`src/rtl/collision_score.sv`:
```
// collision_score: hit detection, game state machine, BCD score and best
// score for the flappy-bird pixel pipeline. Consumes the pipe generator's
// column flags and pass level, drives game_status back to it.
//
//   state  | meaning
//   -------+-----------------------------------------------------------
//   IDLE   | waiting for a START press; score still shows last game
//   PLAY   | game running; hits latched per frame, passes scored
//   DYING  | bird falling; counts DYING_FRAMES frame ends, no scoring
//   OVER   | game over shown; best updated on entry; START -> IDLE
module collision_score #(
  parameter int GROUND_Y     = 425,
  parameter int DYING_FRAMES = 30,
  parameter int CNT_W        = 5
) (
  input  logic        clk,
  input  logic        RESET,
  input  logic        START,
  input  logic        fresh,
  input  logic [8:0]  y,
  input  logic        is_bird,
  input  logic        is_column_up,
  input  logic        is_column_down,
  input  logic        score_out,
  output logic        game_status,
  output logic        game_over,
  output logic [11:0] score,
  output logic [11:0] best
);

  typedef enum logic [1:0] {
    S_IDLE  = 2'd0,
    S_PLAY  = 2'd1,
    S_DYING = 2'd2,
    S_OVER  = 2'd3
  } state_t;

  localparam logic [8:0]       GROUND_ROW = 9'(GROUND_Y);
  localparam logic [CNT_W-1:0] LAST_FRAME = CNT_W'(DYING_FRAMES - 1);
  localparam logic [11:0]      SCORE_MAX  = 12'h999;

  state_t           state_q;
  logic             fresh_q;
  logic             start_q;
  logic             pass_q;
  logic             hit_q;
  logic             hit_d;
  logic [CNT_W-1:0] cnt_q;
  logic [11:0]      score_q;
  logic [11:0]      best_q;
  logic             status_q;
  logic             over_q;

  logic             frame_end;
  logic             start_rise;
  logic             pass_rise;
  logic             hit_now;
  logic             hit_seen;
  logic [11:0]      score_inc;

  assign frame_end  = fresh_q & ~fresh;
  assign start_rise = START & ~start_q;
  assign pass_rise  = score_out & ~pass_q;

  // Collision of the bird with either pipe or with the ground, this pixel.
  assign hit_now  = (state_q == S_PLAY) & is_bird &
                    (is_column_up | is_column_down | (y >= GROUND_ROW));
  // A hit on the frame_end cycle itself still belongs to the ending frame.
  assign hit_seen = hit_q | hit_now;

  // Hit latch: accumulates within a frame, cleared after frame_end sampled it.
  always_comb begin
    hit_d = hit_q | hit_now;
    if (frame_end || state_q != S_PLAY) begin
      hit_d = 1'b0;
    end
  end

  // BCD increment with saturation at 999.
  always_comb begin
    score_inc = score_q;
    if (score_q != SCORE_MAX) begin
      if (score_q[3:0] == 4'd9) begin
        score_inc[3:0] = 4'd0;
        if (score_q[7:4] == 4'd9) begin
          score_inc[7:4]  = 4'd0;
          score_inc[11:8] = score_q[11:8] + 4'd1;
        end else begin
          score_inc[7:4] = score_q[7:4] + 4'd1;
        end
      end else begin
        score_inc[3:0] = score_q[3:0] + 4'd1;
      end
    end
  end

  // Edge-detect history and the per-frame hit latch.
  always_ff @(posedge clk) begin
    if (RESET) begin
      fresh_q <= 1'b0;
      start_q <= 1'b0;
      pass_q  <= 1'b0;
      hit_q   <= 1'b0;
    end else begin
      fresh_q <= fresh;
      start_q <= START;
      pass_q  <= score_out;
      hit_q   <= hit_d;
    end
  end

  // Game FSM with registered outputs, score, dying counter and best score.
  always_ff @(posedge clk) begin
    if (RESET) begin
      state_q  <= S_IDLE;
      status_q <= 1'b0;
      over_q   <= 1'b0;
      cnt_q    <= '0;
      score_q  <= '0;
      best_q   <= '0;
    end else begin
      case (state_q)
        S_IDLE: begin
          if (start_rise) begin
            state_q  <= S_PLAY;
            status_q <= 1'b1;
            score_q  <= '0;
          end
        end
        S_PLAY: begin
          if (pass_rise) begin
            score_q <= score_inc;
          end
          if (frame_end && hit_seen) begin
            state_q  <= S_DYING;
            status_q <= 1'b0;
            cnt_q    <= '0;
          end
        end
        S_DYING: begin
          if (frame_end) begin
            cnt_q <= cnt_q + 1'b1;
            if (cnt_q == LAST_FRAME) begin
              state_q <= S_OVER;
              over_q  <= 1'b1;
              // Digits are 0..9, so a plain binary compare orders BCD correctly.
              if (score_q > best_q) begin
                best_q <= score_q;
              end
            end
          end
        end
        S_OVER: begin
          if (start_rise) begin
            state_q <= S_IDLE;
            over_q  <= 1'b0;
          end
        end
        default: begin
          state_q  <= S_IDLE;
          status_q <= 1'b0;
          over_q   <= 1'b0;
        end
      endcase
    end
  end

  assign game_status = status_q;
  assign game_over   = over_q;
  assign score       = score_q;
  assign best        = best_q;

endmodule

```
`config.mk`:
```
export PLATFORM = sky130hd
export DESIGN_NAME = collision_score
export DESIGN_NICKNAME = d
export VERILOG_FILES = /design/src/rtl/collision_score.sv
export SDC_FILE = /design/constraint.sdc
export NUM_CORES = 1
export LEC_CHECK = 0
export CORE_AREA = 8 8 93 95
export DETAILED_ROUTE_END_ITERATION = 8
export DIE_AREA = 0 0 101 103
export SLEW_MARGIN = 40
export SYNTH_ARGS = -nofsm -noshare
export SYNTH_HDL_FRONTEND = slang
export SYNTH_SLANG_ARGS = --single-unit
```
`constraint.sdc`:
```
create_clock -name clk -period 3.9 [get_ports clk]
set_input_delay 0.585 -clock clk [delete_from_list [all_inputs] [get_ports clk]]
set_output_delay 0.585 -clock clk [all_outputs]
set_load 0.01 [all_outputs]
```
Word-level counts from Yosys, hierarchy flattened

Index checks and enable logic that the tools add are counted.

Bits in registers: 37
Output and inout port bits: 26
Bits of input ports: 17
Word-level logic and storage cells: 85

$lt $le $gt $ge: 2
Reductions and logical operators: 15
$add $sub $neg: 4
Equality and inequality tests: 17
Muxes and demuxes: 24
Bitwise operators: 11

Operator list:

| operator                                               | count |
|---|---|
| two-way mux 12 bit                                     | 3 |
| one-hot mux 12 bit (2 select lines)                    | 1 |
| adder 4 x 1 -> 4 bit (second input constant)           | 3 |
| greater-than comparator 12 bit                         | 1 |
| two-way mux 4 bit                                      | 3 |
| inequality test 12 bit (second input constant)         | 1 |
| AND reduction 4 bit                                    | 3 |
| two-way mux 2 bit                                      | 5 |
| two-way mux 5 bit                                      | 2 |
| inequality test 2 x 1 -> 1 bit (second input constant) | 5 |
| inequality test 2 bit (second input constant)          | 5 |
| one-hot mux 5 bit (2 select lines)                     | 1 |
| AND reduction 5 bit                                    | 2 |
| >= comparator 9 bit (second input constant)            | 1 |
| equality test 4 bit (second input constant)            | 2 |
| two-way mux 8 bit                                      | 1 |
| one-hot mux 2 bit (4 select lines)                     | 1 |
| AND reduction 3 bit                                    | 2 |
| AND reduction 6 bit                                    | 1 |
| nonzero test 2 bit                                     | 3 |
| adder 5 x 1 -> 5 bit (second input constant)           | 1 |
| AND 1 bit                                              | 5 |
| equality test 5 bit (second input constant)            | 1 |
| two-way mux 1 bit                                      | 5 |
| 9 further kinds                                        | 15 |

Logic depth before layout (Yosys ltp)

Gate-level depths: netlist (run 1).

Depth in word-level cells: 7
Depth in mapped cells: 8
Mapped depth without buffers: 7

Worst setup path after synthesis (run 1)

OpenSTA, ideal clock, no wires.

Kind: register to register
Start: register score_q[2], in the netlist score[2]
End: register best_q[10], in the netlist best[10]
Stages on the path, launching flop included: 8
Path slack: 1.948 ns
Arrival time: 1.879 ns
Data required time: 3.827 ns
Period minus slack after synthesis: 1.952 ns
Path through: dfxtp_1 ha_1 and4b_1 a211oi_2 o221ai_2 buf_6 or3_1 o211ai_2

Longest elaborated chain between the ends: 2

Ends and longest elaborated chain:

| element                              | RTL line | RTL |
|---|---|---|
| start: declaration                   | 49       | `logic [11:0] score_q;` |
| start signal: assignment             | 132      | `score_q <= score_inc;` |
| greater-than comparator 12 bit       | 147      | `if (score_q > best_q) begin` |
| AND reduction 4 bit (no source line) | n/a      |  |
| end signal: assignment               | 148      | `best_q <= score_q;` |
| end: declaration                     | 50       | `logic [11:0] best_q;` |

Every way passes these cells.
A chain may end at the register's enable or synchronous reset.

Worst setup path in the final report (run 1)

Start: register score_q[2], in the netlist score[2]
End: register best_q[2], in the netlist best[2]

Longest elaborated chain between the ends: 2

Ends and longest elaborated chain:

| element                              | RTL line |
|---|---|
| greater-than comparator 12 bit       | 147 |
| AND reduction 4 bit (no source line) | n/a |

Parallel ways exist; a longest one is shown, timed or not.

==> metrics.md, run 1 <==
| Metric | Value |
|---|---|
| Outcome | `completed` |
| Largest net degree at the start of global routing | `30` |
| FFs w/ async S/R, synth | `0%` |
| Relative slew slack | `56.0%` |
| Global-route wire length before repair | `9.64 mm` |
| RSZ-0062 raised after global routing | `no` |
| Syn Area/Cell | `8.70 um2` |
| Die W | `101 um` |
| Setup_tns | `0 ns` |
| Post-Synthesis Cell Area | `between 0.002 and 0.0025 mm2` |
| Post-synth top area share | `30.6%` |
| Die height | `about 100 um` |
| Clock-pin slew on the worst setup and hold paths | `0.07 ns` |
| Syn Inst Count | `278` |
| Req. time, crit path | `a little over 4 ns` |
| Tcrit/Tclk final | `57.3%` |
| Crit path cell chain | `ha_1, and4b_1, a211oi_2, o221ai_4, or3_1, o211ai_1` |
| Clock latency on the worst-skew pair | `0.29 ns` |
| Number of placed I/O pins | `43` |
| Ranking of synthesized cells by area | `dfxtp_1 (31%), ha_1 (13%), o2111ai_1 (5.1%)` |
| Sequential Area | `741 um2` |
| Post-synth EDFFs | `0` |
| Synth area leader | `dfxtp_1` |
| Worst path slowest cell | `dfxtp_1` |
| DR vias | `2,166` |
| Lkg Pwr | `0.00107 uW` |
| Final setup vio count | `0` |
| TritonCTS Sinks | `37` |
| Sequential share of the synthesized area | `30.6%` |
| Synth top cells by count | `dfxtp_1 (37), ha_1 (25), inv_1 (25)` |
| Maxcap violations | `0` |
| TritonCTS clock tree | `built` |
| Worst Hold Slack | `slightly below 0.5 ns` |
| Reg2reg end | `best[2]` |
| Worst reg2reg path startpoint | `score[2]` |
| Root Buffer | `clkbuf_8` |
| DRC Markers | `0` |
| Num CTS Buffers | `5` |
| Net load switching power | `about 520 uW` |
| Synthesized Nets | `320` |
| Num rows | `31` |
| Port Buffers | `42` |
| Max-slew violation count | `0` |
| Share of cells above drive strength 1 | `7.62%` |
| Synthesized flop and latch total | `37` |
| Maximum vdd drop | `0.000224 V` |
| # fillers | `739` |
| Worst slew pin tran | `0.658 ns` |
| N_diodes | `0` |
| Clock network fraction of total power | `between 20% and 30%` |
| Logic pwr share | `approximately 44%` |
| Vias/cell | `5.23` |
| Iter 0 DRT Violations | `45` |
| CP Launch Type | `flip-flop` |
| WP data arrival | `2.44 ns` |
| Layout area overhead | `24.2%` |
| Max Buffers Root-to-Sink | `2` |
| Fin nets | `around 360` |
| Seq pwr share | `35.8%` |
| Total GRT Usage | `11.4%` |
| Endpoint, Worst Hold | `game_over` |
| Netlist cell types | `47` |
| CORE AREA | `0.00714 mm2` |
| Post-synth top flop | `dfxtp_1` |
| Multi-input gate area | `0.00153 mm2` |
| Fmax | `approximately 0.45 GHz` |
| Hold Crit Class | `flip-flop to flip-flop` |
| Tot Pwr | `1290 uW` |
| Max stage delay on crit path | `0.49 ns` |
| Gp weighted congestion | `0.800` |
| Crit Path Class | `flip-flop to flip-flop` |
| Sw Share | `40.5%` |
| Number of global-route vias before repair | `approximately 2,000` |
| Setup Skew | `0.00974 ns` |
| WL final | `~5.7 mm` |
| Crit. End Element | `flip-flop` |
| Starting Density | `between 30% and 40%` |
| Pint | `approximately 770 uW` |
| CTS H-tree lvls | `2` |
| Routed Antenna Nets | `0` |
| Avg WL per Cell | `between 10 and 15 um` |
| # hold bufs at CTS | `0` |
| Resize count post-CTS | `0` |
| Final Hold Viols | `0` |
| Initial antenna violation count | `0` |
| Global route total overflow | `0` |
| Maximum fanout along the worst path | `24` |
| Setup Buffers After CTS | `0` |
| Tmin final | `roughly 2.2 ns` |
| FF-to-FF path depth | `6` |
| WHS Path Cells | `2` |
| Drt pass-1 iters | `4` |
| Synth warn | `0` |
| Die Footprint | `~0.010 mm2` |
| PD cells | `430 mW/mm2` |
| R2R setup slack | `1.67 ns` |
| DPL Wire Length | `4.20 mm` |
| Cell with the most instances after synthesis | `dfxtp_1` |
| Hold path start | `game_over` |
==> logic make-up after synthesis <==
kind of cell	after synthesis	synth area share [%]
AO/OA/AOI/OAI	69	23.6
flip-flops	37	30.6
XOR/XNOR	6	2.17
multiplexers	5	2.07
adder cells (fa/ha/maj)	25	12.9
buffers and inverters	41	6.93
AND/OR/NAND/NOR	95	21.7
==> per-stage QoR <==
stage                     instance area (um2)  utilization, %  std cells  worst slack (ns)
after CTS                                2990            41.9        414              1.53
after global placement                   2910            40.7        406              1.35
after floorplan                          2420               -        278              1.95
after detailed placement                 2910            40.7        406              1.38
final                                    3000            42.1        414              1.67
after global routing                     3000            42.1        414              1.49
==> cell type report <==
cell class	count	share of cell area, %
Tap cell	99	4.13
Multi-Input combinational cell	200	50.8
Timing Repair Buffer	44	14.5
Inverter	26	3.25
Clock buffer	8	2.67
Sequential cell	37	24.7
==> how the worst max path moves through the flow <==
stage                  start        to  slack [ns]  cells after the start
global placement       RESET   best[6]        1.35                      6
finish              score[2]   best[2]        1.67                      6
detailed placement     START  score[1]        1.38                      6
CTS                 score[2]   best[0]        1.53                      6
floorplan           score[2]  best[10]        1.95                      7
global route        score[2]   best[5]        1.49                      6
==> power by group through the flow <==
| stage | sequential [uW] | clock, uW | combinational (uW) |
|---|---|---|---|
| after detailed placement | 471 | 0 | 550 |
| final | 463 | 262 | 566 |
| after global placement | 471 | 0 | 544 |
| after CTS | 462 | 271 | 551 |
| after global routing | 469 | 289 | 638 |
| after floorplan | 466 | 0 | 417 |
==> registers in the layout, indices dropped and copies added, names as in the netlist, 2 cells and up <==
signal   count
best        12
state_q      2
score       12
cnt_q        5
==> placed cells by master, fill, tap and decap left out, types with 3 or more instances in the layout <==
| master | Yosys | final |
|---|---|---|
| clkbuf_8 | 0 | 5 |
| inv_1 | 25 | 24 |
| o21ai_0 | 5 | 5 |
| a21oi_1 | 12 | 12 |
| nand3_1 | 5 | 5 |
| nor3_1 | 6 | 6 |
| dfxtp_1 | 37 | 37 |
| ha_1 | 25 | 25 |
| nand3b_1 | 6 | 6 |
| o211ai_2 | 8 | 8 |
| clkbuf_1 | 9 | 3 |
| mux2i_1 | 5 | 4 |
| nor2_1 | 11 | 11 |
| a211oi_1 | 5 | 5 |
| o2111ai_1 | 14 | 14 |
| or3_1 | 14 | 14 |
| nand4_1 | 7 | 7 |
| nand2_1 | 24 | 24 |
| o211ai_1 | 7 | 7 |
| xnor2_1 | 6 | 6 |
| nor2b_1 | 7 | 7 |
| clkdlybuf4s50_1 | 0 | 42 |
| a21o_1 | 4 | 4 |
==> worst max-delay path, delay by kind of cell (launching register included) <==
family	cells	cell delay (ns)
compound gates	3	0.70
simple gates	2	0.66
flops	1	0.49
fa+ha+maj	1	0.31
==> per-layer routing <==
metal / share of wire, % / wire (um) / up-vias / track usage, %
met5: 0 / 0 / - / 0
met4: 0.77 / 44 / 0 / 3.09
met3: 4.6 / 265 / 6 / 2.84
met2: 45 / 2590 / 42 / 18.8
met1: 50 / 2850 / 1019 / 14.4
li1: - / - / 1099 / -
No activity file was read; power rests on OpenSTA's default activity.
==> inputs of run 2 (changes only) <==
- clock period: 3.9 -> 2.25 ns (I/O delays scaled with it)
==> run 2 against run 1 <==
Effect of this change: clock power up 140%; worst setup slack worse by 1.5 ns; clock-buffer cell count down 2; highest routed layer unchanged.
==> metrics.md, run 2 (synthesis results as in run 1) <==
| Metric | Value |
|---|---|
| Outcome | `completed (unchanged)` |
| Hold Crit Class | `flip-flop to flip-flop (unchanged)` |
| Setup Skew | `0.00905 ns (was 0.00974 ns)` |
| Die Footprint | `0.0104 mm2 (unchanged)` |
| DPL Wire Length | `4.76 mm (was 4.20 mm)` |
| Sequential Area | `741 um2 (unchanged)` |
| Maxcap violations | `0 (unchanged)` |
| FF-to-FF path depth | `8 (was 6)` |
| CTS H-tree lvls | `2 (unchanged)` |
| DR vias | `2,289 (was 2,166)` |
| Maximum fanout along the worst path | `22 (was 24)` |
| Placed insts | `433 (was 406)` |
| Pre-CTS WS | `0.149 ns (was 1.38 ns)` |
| Worst path depth | `8 (was 6)` |
| Share of cells above drive strength 1 | `15.2% (was 7.62%)` |
| Fmax | `0.475 GHz (was 0.448 GHz)` |
| WP data arrival | `2.33 ns (was 2.44 ns)` |
| CP Launch Type | `flip-flop (unchanged)` |
| Gp weighted congestion | `0.831 (was 0.800)` |
| Num CTS Buffers | `5 (unchanged)` |
| Tmin final | `2.11 ns (was 2.23 ns)` |
| Crit path capture | `best[9] (was best[2])` |
| # hold bufs at CTS | `0 (unchanged)` |
| Crit Path Class | `flip-flop to flip-flop (unchanged)` |
| Clock latency on the worst-skew pair | `0.29 ns (about the same)` |
| Resize count post-CTS | `0 (unchanged)` |
| Routed wl met2 | `2.84 mm (was 2.59 mm)` |
| N_diodes | `0 (unchanged)` |
| Tot Pwr | `2550 uW (was 1290 uW)` |
| Top routing layer used | `met4 (unchanged)` |
| DRC Markers | `0 (unchanged)` |
| Vias/cell | `5.19 (was 5.23)` |
| Lkg Pwr | `0.00124 uW (was 0.00107 uW)` |
| Worst path slowest cell | `or3_1 (was dfxtp_1)` |
| Setup Buffers After CTS | `0 (unchanged)` |
| Met1 WL | `2.88 mm (was 2.85 mm)` |
| Buffer and inverter count on the worst path | `2 (was 0)` |
| Drt pass-1 iters | `4 (unchanged)` |
| Req. time, crit path | `2.47 ns (was 4.11 ns)` |
| Relative slew slack | `54.7% (was 56.0%)` |
| Setup ws final | `0.144 ns (was 1.67 ns)` |
| Finished Layout Cells | `441 (was 414)` |
| Number of placed I/O pins | `43 (unchanged)` |
| Met3 WL | `373 um (was 265 um)` |
| Reg2reg end | `best[9] (was best[2])` |
| Iter 0 DRT Violations | `165 (was 45)` |
| Starting Density | `33.9% (unchanged)` |
| Total GRT Usage | `12.7% (was 11.4%)` |
| RSZ-0062 raised after global routing | `no (unchanged)` |
| Layout area overhead | `34.6% (was 24.2%)` |
| Crit-path leading delay family | `simple AND/OR/NAND/NOR gates (was compound AO/OA/AOI/OAI gates)` |
| Multi-input gate area | `0.00151 mm2 (was 0.00153 mm2)` |
| Setup_tns | `0 ns (unchanged)` |
| Global route total overflow | `0 (unchanged)` |
| Most frequent cells in the layout | `clkdlybuf4s50_1 (42), dfxtp_1 (37), buf_4 (27), inv_1 (25), ha_1 (25) (was clkdlybuf4s50_1 (42), dfxtp_1 (37), ha_1 (25), inv_1 (24), nand2_1 (24))` |
| TritonCTS Sinks | `37 (unchanged)` |
| Fin nets | `383 (was 356)` |
| R2R setup slack | `0.14 ns (was 1.67 ns)` |
| Crit path cell chain | `inv_1, ha_1, and4b_1, a211oi_2, o221ai_2, buf_12, or3_1, o211ai_2 (was ha_1, and4b_1, a211oi_2, o221ai_4, or3_1, o211ai_1)` |
| Die height | `103 um (unchanged)` |
| Routed Antenna Nets | `0 (unchanged)` |
| Number of global-route vias before repair | `2,338 (was 2,029)` |
| Largest net degree at the start of global routing | `25 (was 30)` |
| Max stage delay on crit path | `0.39 ns (was 0.49 ns)` |
| Global-route wire length before repair | `10.6 mm (was 9.64 mm)` |
| PD cells | `783 mW/mm2 (was 430 mW/mm2)` |
| Crit. End Element | `flip-flop (unchanged)` |
| Crit path from | `best[3] (was score[2])` |
| Root Buffer | `clkbuf_8 (unchanged)` |
| Num rows | `31 (unchanged)` |
| Max-slew violation count | `0 (unchanged)` |
| Worst reg2reg path startpoint | `best[3] (was score[2])` |
| Die W | `101 um (unchanged)` |
| Worst Hold Slack | `0.483 ns (about the same)` |
| Final Hold Viols | `0 (unchanged)` |
| TritonCTS clock tree | `built (unchanged)` |
| Avg WL per Cell | `14.0 um (was 13.9 um)` |
| Final setup vio count | `0 (unchanged)` |
| Tcrit/Tclk final | `93.6% (was 57.3%)` |
| Max Buffers Root-to-Sink | `2 (unchanged)` |
| # fillers | `731 (was 739)` |
| Worst slew pin tran | `0.661 ns (was 0.658 ns)` |
| Maximum vdd drop | `0.000507 V (was 0.000224 V)` |
| Commonest non-fill, non-tap cell in the layout | `clkdlybuf4s50_1 (unchanged)` |
| Clock-pin slew on the worst setup and hold paths | `0.08 ns (was 0.07 ns)` |
| CORE AREA | `0.00714 mm2 (unchanged)` |
| WL final | `6.17 mm (was 5.74 mm)` |
| Initial antenna violation count | `0 (unchanged)` |
| Port Buffers | `42 (unchanged)` |
## run 2: cell types whose count changed in the layout (fill, tap and decap cells not counted), sizes merged
cell,delta
buf,+27
bufinv,+1
clkbuf,-2
clkinvlp,+1
## run 2: area by class of cell
type                            instances  area share [%]
Clock buffer                            6            2.54
Sequential cell                        37            22.8
Inverter                               26            3.00
Tap cell                               99            3.80
Multi-Input combinational cell        200            46.4
Clock inverter                          2            1.15
Timing Repair Buffer                   71            20.4
## run 2: worst min-delay path: stages (launching register included)
cell	delay, ns
dfxtp_1	0.33
nand2_1	0.06
a21oi_1	0.06
## run 2: worst min path at each step
stage               from        end  depth (start not counted)
2_1_floorplan   cnt_q[1]   cnt_q[1]                          2
3_3_place_gp   game_over  game_over                          2
3_5_place_dp   game_over  game_over                          2
4_1_cts        game_over  game_over                          2
5_1_grt        game_over  game_over                          2
6_report       game_over  game_over                          2
## run 2: power by group
group / leakage, uW / internal (uW) / switching (uW)
Combinational: 0.000882 / 525 / 659
Clock: 0.0000574 / 361 / 256
Sequential: 0.000300 / 711 / 38.6
## run 2: stage by stage
stage	cell area, um2	utilization [%]
floorplan	2420	-
global placement	3140	43.9
detailed placement	3140	43.9
CTS	3260	45.6
global route	3260	45.6
finish	3260	45.6
## run 2: per-layer routing
metal / global-route usage [%] / vias to the layer above
met5: 0 / -
met4: 4.01 / 0
met2: 22.3 / 59
li1: - / 1148
met1: 14.4 / 1074
met3: 4.05 / 8
